### src/rtl/irq_req_latch.sv
// Request capture for the 4:2 priority encoder: sticky pending bits,
// masked encoder drive and a valid/ready interrupt-ID presenter.
module irq_req_latch #(
  parameter int EDGE = 1
) (
  input  logic       clk,
  input  logic       rst_n,
  input  logic [3:0] req_in,
  input  logic [3:0] mask,
  output logic [3:0] pend,
  input  logic [1:0] enc_y,
  output logic       irq_valid,
  output logic [1:0] irq_id,
  input  logic       irq_ready,
  output logic [3:0] overflow,
  input  logic       clr_ovf
);

  typedef enum logic [1:0] {
    IDLE    = 2'd0,
    LOAD    = 2'd1,
    PRESENT = 2'd2
  } state_t;

  state_t     state;
  state_t     state_n;
  logic [3:0] req_q;
  logic [3:0] pend_r;
  logic [3:0] evt;
  logic [3:0] clr;
  logic [3:0] ovf_set;
  logic       any;
  logic       accept;

  // req_q resets low so a line held across reset release is one event
  assign evt = (EDGE != 0) ? (req_in & ~req_q) : req_in;

  assign pend    = pend_r & mask;
  assign any     = |pend;
  assign accept  = (state == PRESENT) && irq_ready;
  assign ovf_set = evt & pend_r & ~clr;

  always_comb begin
    clr = '0;
    if (accept) clr[irq_id] = 1'b1;
  end

  always_ff @(posedge clk) begin
    if (!rst_n) begin
      req_q    <= '0;
      pend_r   <= '0;
      overflow <= '0;
    end else begin
      req_q    <= req_in;
      pend_r   <= evt | (pend_r & ~clr);
      overflow <= ovf_set | (overflow & ~{4{clr_ovf}});
    end
  end

  always_ff @(posedge clk) begin
    if (!rst_n) begin
      state <= IDLE;
    end else begin
      state <= state_n;
    end
  end

  always_comb begin
    state_n = state;
    unique case (state)
      IDLE:    if (any) state_n = LOAD;
      LOAD:    state_n = any ? PRESENT : IDLE;
      PRESENT: if (irq_ready) state_n = IDLE;
      default: state_n = IDLE;
    endcase
  end

  // enc_y is only trusted while the masked pending vector is non-zero
  always_ff @(posedge clk) begin
    if (!rst_n) begin
      irq_id <= '0;
    end else if (state == LOAD && any) begin
      irq_id <= enc_y;
    end
  end

  always_comb begin
    irq_valid = (state == PRESENT);
  end

endmodule

### config.mk
export PLATFORM = sky130hd
export DESIGN_NAME = irq_req_latch
export DESIGN_NICKNAME = d
export VERILOG_FILES = /design/src/rtl/irq_req_latch.sv
export SDC_FILE = /design/constraint.sdc
export NUM_CORES = 1
export LEC_CHECK = 0
export ABC_AREA = 1
export CAP_MARGIN = 25
export CORE_MARGIN = 3
export CORE_UTILIZATION = 42
export DETAILED_ROUTE_END_ITERATION = 7
export GPL_TIMING_DRIVEN = 0
export PLACE_DENSITY_LB_ADDON = 0.12
export SLEW_MARGIN = 30
export SYNTH_ARGS = -nofsm -noshare
export SYNTH_HDL_FRONTEND = slang
export SYNTH_SLANG_ARGS = --single-unit
### constraint.sdc
create_clock -name clk -period 1 [get_ports clk]
set_input_delay 0.2 -clock clk [delete_from_list [all_inputs] [get_ports clk]]
set_output_delay 0.2 -clock clk [all_outputs]
set_load 0.005 [all_outputs]
======== Yosys cells after proc, flatten, opt, wreduce, memory -nomap -nowiden ========
Cells that the tools add are included.
word-level totals
  bits in registers ....................... 16
  bits of input ports ..................... 14
  output and inout port bits .............. 11
  logic and storage cells ................. 35
operators by class
  order comparisons ....................... 2
  equality and inequality tests ........... 4
  mux-type cells .......................... 7
  bitwise operators ....................... 11
  reduce and logical (&&, ||, !) cells .... 6
operators with widths
  cell                                                                count
  AND 4 bit                                                           6
  NOT 4 bit                                                           3
  OR 4 bit                                                            2
  two-way mux 2 bit                                                   3
  case mux 2 bit (3 select lines)                                     1
  two-way mux 4 bit                                                   1
  OR reduction 4 bit                                                  1
  logical AND 1 bit                                                   3
  < comparator 2 x 3 -> 1 bit (second input constant)                 1
  demux 1 bit (select 2 bit)                                          1
  == test 2 x 1 -> 1 bit (second input constant)                      1
  == test 2 bit (second input constant)                               1
  greater-or-equal comparator 2 x 1 -> 1 bit (second input constant)  1
  logical NOT 2 bit                                                   1
  inequality test 2 x 1 -> 1 bit (second input constant)              1
  inequality test 2 bit (second input constant)                       1
  AND reduction 2 bit                                                 1
  two-way mux 1 bit                                                   1

======== Depth between registers and ports, before layout ========
  word-level depth ........................ 8
  depth in mapped cells ................... 7
  mapped depth without buffers ............ 7

======== Worst setup path after synthesis ========
Ideal clock, no wire load.
  path type ............................... register to register
  start point ............................. reg state[1]
  end point ............................... reg overflow[1]
  library setup time ...................... 0.120 ns
  arrival time ............................ 0.757 ns
  data required time ...................... 0.880 ns
  slack ................................... 0.124 ns
  cell stages (with the launch flop) ...... 6
  buffers on the path ..................... 0
  period minus slack after synthesis ...... 0.876 ns
  path through ............................ dfxtp_1 inv_2 nor2_4 nand2_4 o21ai_1 a21oi_1
on the way
  cells in the longest elaborated chain, start to end .. 6
RTL lines
  item                    line  source
  start, declared         25    state_t state;
  start signal, assigned  64    state <= state_n;
  == test 2 bit           -
  named net irq_valid     12    output logic irq_valid,
  logical AND 1 bit       40    assign accept = (state == PRESENT) && irq_ready;
  two-way mux 4 bit       45    if (accept) clr[irq_id] = 1'b1;
  NOT 4 bit               41    assign ovf_set = evt & pend_r & ~clr;
  AND 4 bit               41
  OR 4 bit                56    overflow <= ovf_set | (overflow & ~{4{clr_ovf}});
  end signal, assigned    56
  end, declared           15    output logic [3:0] overflow,
The timed path passes the listed nets, and every way through them passes these cells.
A chain may end at the register's enable or synchronous reset.

======== Worst setup path after layout ========
  start point ............................. reg state[1]
  end point ............................... out irq_valid
on the way
  cells in the longest elaborated chain, start to end .. 1
RTL lines
  item           line  source
  == test 2 bit  88    irq_valid = (state == PRESENT);
  end, declared  12
No other way between the ends.

==> metrics.txt <==
# TYPE chip_impl_metric gauge
chip_impl_info{name="outcome",value="finished, violations left"} 1
chip_impl_info{name="violations",value="negative setup slack"} 1
chip_impl_metric{name="globalRouteMet2Util",unit=""} 0.309
chip_impl_metric{name="worst-path-max-fanout",unit=""} 2
chip_impl_metric{name="maximum_number_of_pins_on_one_net_before_global_route_repair",unit=""} 11
chip_impl_metric{name="global_route.usage.met1",unit=""} 0.192
chip_impl_metric{name="max-vdd-ir-drop",unit="uV"} 746
chip_impl_metric{name="synth_area_per_cell",unit="sq um"} 6.84
chip_impl_metric{name="gr-usage-met3",unit=""} 0.0268
chip_impl_info{name="cts_root_buf",value="sky130_fd_sc_hd__clkbuf_4"} 1
chip_impl_info{name="timing.critical_path.from_type",value="register"} 1
chip_impl_metric{name="power.leakage",unit="uW"} 0.000594
chip_impl_metric{name="pin_count",unit=""} 25
chip_impl_metric{name="port_buffers",unit=""} 24
chip_impl_metric{name="detail-route-antenna-nets",unit=""} 0
chip_impl_metric{name="yosys_warnings",unit=""} 0
chip_impl_metric{name="slew_headroom",unit=""} 0.810
chip_impl_metric{name="postLayoutSetupSlackWorst",unit="ns"} -0.0584
chip_impl_metric{name="grt_use_total",unit=""} 0.166
chip_impl_metric{name="floorplan.core_area",unit="sq mm"} 0.00154
chip_impl_info{name="worst_setup_path_end_kind",value="output port"} 1
chip_impl_metric{name="r2r_setup_slack",unit="ns"} -0.03
chip_impl_info{name="startpoint_of_the_tightest_hold_check_path",value="rst_n"} 1
chip_impl_metric{name="fin_crit_sh",unit=""} 1.06
chip_impl_metric{name="gp_routability_congestion",unit=""} 0.738
chip_impl_metric{name="routed_wire_length_per_instance",unit="microns"} 11.0
chip_impl_metric{name="worst_r2r_path_depth",unit=""} 8
chip_impl_metric{name="critical_path.n_buffers_inverters",unit=""} 2
chip_impl_metric{name="totalWireLength",unit="mm"} 1.75
chip_impl_metric{name="synth.distinct_cells",unit=""} 14
chip_impl_metric{name="die_x",unit="microns"} 47.0
chip_impl_info{name="path_delay_family",value="flip-flops"} 1
chip_impl_metric{name="starting_utilization_of_the_core_area",unit=""} 0.457
chip_impl_metric{name="drt_first_iter_violations",unit=""} 10
chip_impl_metric{name="clk_pin_slew",unit="ns"} 0.10
chip_impl_metric{name="first_global_vias",unit=""} 656
chip_impl_metric{name="finish.net_count",unit=""} 158
chip_impl_metric{name="fin_cells",unit=""} 159
chip_impl_metric{name="die_area",unit="sq mm"} 0.00220
chip_impl_metric{name="worstPathArrival",unit="ns"} 0.86
chip_impl_info{name="rr_startpoint",value="pend_r[2]"} 1
chip_impl_metric{name="synth-seq-area-share",unit=""} 0.455
chip_impl_metric{name="power_density",unit="mW/mm^2"} 1290
chip_impl_metric{name="worst-slew-pin-transition",unit="ns"} 0.284
chip_impl_metric{name="htree_levels",unit=""} 1
chip_impl_metric{name="vias",unit=""} 753
chip_impl_metric{name="timing.max_cap.violations",unit=""} 0
chip_impl_metric{name="cts.path.max_buffers",unit=""} 2
chip_impl_metric{name="ys_ff_latch",unit=""} 16
chip_impl_metric{name="drt-vias-per-instance",unit=""} 4.74
chip_impl_metric{name="critical_path_depth_in_cells",unit=""} 3
chip_impl_info{name="min-delay-path-class",value="input pin to register"} 1
chip_impl_metric{name="grt_remaining_overflow",unit=""} 0
chip_impl_metric{name="fmax",unit="GHz"} 0.945
chip_impl_metric{name="post-place-cells",unit=""} 143
chip_impl_metric{name="min_period",unit="ns"} 1.06
chip_impl_metric{name="initial_antenna_violation_count",unit=""} 0
chip_impl_metric{name="diodes",unit=""} 0
chip_impl_metric{name="first_pass_iters",unit=""} 3
chip_impl_metric{name="clkLatencyLatePin",unit="ns"} 0.28
chip_impl_metric{name="dp_hpwl",unit="mm"} 1.16
chip_impl_info{name="layout_commonest_cell",value="sky130_fd_sc_hd__nand2_1"} 1
chip_impl_metric{name="die_h",unit="microns"} 47.0
chip_impl_info{name="final_cell_mix",value="sky130_fd_sc_hd__nand2_1, sky130_fd_sc_hd__inv_1, sky130_fd_sc_hd__dfxtp_2, sky130_fd_sc_hd__buf_4, sky130_fd_sc_hd__a21oi_1"} 1
chip_impl_metric{name="fin_worst_skew",unit="ns"} 0.00228
chip_impl_metric{name="cts-buffers-inserted",unit=""} 3
chip_impl_metric{name="synthCells",unit=""} 103
chip_impl_metric{name="drive_above_1_share",unit=""} 0.420
chip_impl_metric{name="cts_sinks",unit=""} 16
chip_impl_metric{name="finalSetupViolations",unit=""} 7
chip_impl_info{name="kind_of_critical_path",value="register to output port"} 1
chip_impl_metric{name="cp.required",unit="ns"} 0.80
chip_impl_info{name="path_cells",value="inv_2, nor2_4, buf_2"} 1
chip_impl_info{name="timing.critical_path.slowest_stage_cell",value="sky130_fd_sc_hd__dfxtp_2"} 1
chip_impl_metric{name="hold_violations",unit=""} 0
chip_impl_metric{name="total_count_of_max_transition_violations_in_the_final_report",unit=""} 0
chip_impl_info{name="r2r_end",value="irq_id[1]"} 1
chip_impl_metric{name="sum_neg_setup_slack",unit="ns"} -0.243
chip_impl_info{name="tritoncts_clock_tree",value="built"} 1
chip_impl_metric{name="depth_of_the_worst_hold_timing_path",unit=""} 3
chip_impl_metric{name="postSynthNetCount",unit=""} 117
chip_impl_info{name="setup_repair_after_global_routing_missed_its_margin",value="true"} 1
chip_impl_metric{name="syn-cell-area",unit="sq um"} 704
chip_impl_metric{name="fp-row-count",unit=""} 14
chip_impl_info{name="grt.busiest_layer",value="met2"} 1
chip_impl_metric{name="worst_path_largest_cell_delay",unit="ns"} 0.35
chip_impl_metric{name="detail_route.drc_violations",unit=""} 0
chip_impl_metric{name="first_pass_grt_wire_length",unit="mm"} 2.68
chip_impl_info{name="worst_hold_end",value="req_q[1]"} 1
chip_impl_metric{name="syn_to_final_growth",unit="%"} 57.7
==> Yosys cell counts <==
| library cell | number | share of area |
|---|---|---|
| sky130_fd_sc_hd__nand2_4 | 1 | 0.016 |
| sky130_fd_sc_hd__nand3_1 | 2 | 0.014 |
| sky130_fd_sc_hd__nor2_1 | 8 | 0.043 |
| sky130_fd_sc_hd__nor2_2 | 2 | 0.018 |
| sky130_fd_sc_hd__nand2_2 | 2 | 0.018 |
| sky130_fd_sc_hd__inv_1 | 24 | 0.13 |
| sky130_fd_sc_hd__dfxtp_1 | 16 | 0.45 |
| sky130_fd_sc_hd__a21oi_1 | 9 | 0.064 |
| sky130_fd_sc_hd__nor2_4 | 1 | 0.016 |
| sky130_fd_sc_hd__nor4_2 | 1 | 0.018 |
| sky130_fd_sc_hd__nand2_1 | 28 | 0.15 |
| sky130_fd_sc_hd__inv_2 | 3 | 0.016 |
| sky130_fd_sc_hd__o21ai_1 | 4 | 0.028 |
| sky130_fd_sc_hd__nand4_1 | 2 | 0.018 |
==> power breakdown <==
part / switching (uW) / total [uW] / internal, uW / leakage, uW
Sequential: 25.3 / 708 / 683 / 0.000136
Combinational: 151 / 306 / 156 / 0.000436
Clock: 202 / 423 / 221 / 0.0000210
==> cell type report <==
type,instances,area (sq um)
multi-input cells,60,327
repair buffers,36,292
well taps,16,20.0
flip-flops and latches,16,335
inverters,27,101
clock buffers,4,36.3
fillers,129,430
==> routing by layer <==
layer / wire length (microns) / vias to the layer above
li1: - / 388
met1: 707 / 349
met2: 957 / 14
met3: 73 / 2
met4: 10 / 0
met5: 0 / -
==> cells by family after synthesis <==
kind of cell / count (synthesis) / synth area share
AO/OA/AOI/OAI: 13 / 0.0924
flip-flops: 16 / 0.455
AND/OR/NAND/NOR: 47 / 0.309
buffers and inverters: 27 / 0.144
==> timing repair <==
| action | CTS | global route |
|---|---|---|
| resized for setup | 63 | 16 |
| setup buffers | 11 | 1 |
| hold buffers | 0 | 0 |
| endpoints found under the setup margin | 11 | 17 |
| pin swaps | 6 | 2 |
==> worst min-delay path: stages <==
cell and delay [ns]:
sky130_fd_sc_hd__dlymetal6s2s_1 0.20, sky130_fd_sc_hd__nand2_1 0.10, sky130_fd_sc_hd__inv_1 0.03
==> worst max-delay path by stage <==
stage | start | to
finish | state[1] | irq_valid
detailed placement | mask[3] | pend[3]
floorplan | state[1] | overflow[1]
CTS | state[1] | irq_valid
global placement | mask[3] | pend[3]
global route | state[1] | irq_valid
==> state kept, by name, summed over array words and instances, names as in the netlist <==
signal / flops
pend_r: 4
irq_id: 2
state: 2
overflow: 4
req_q: 4
==> metrics by stage <==
step	total power (uW)	hold slack (ns)	area (sq um)	setup slack, ns	utilization
6_report	1440	0.285	1110	-0.0584	0.721
5_1_grt	1520	0.311	1110	-0.103	0.721
4_1_cts	1400	0.458	1050	-0.0842	0.679
3_5_place_dp	964	0.453	965	-0.501	0.626
3_3_place_gp	956	0.442	965	-0.500	0.626
2_1_floorplan	836	0.293	704	0.124	-
No activity file was read; power rests on OpenSTA's default activity.
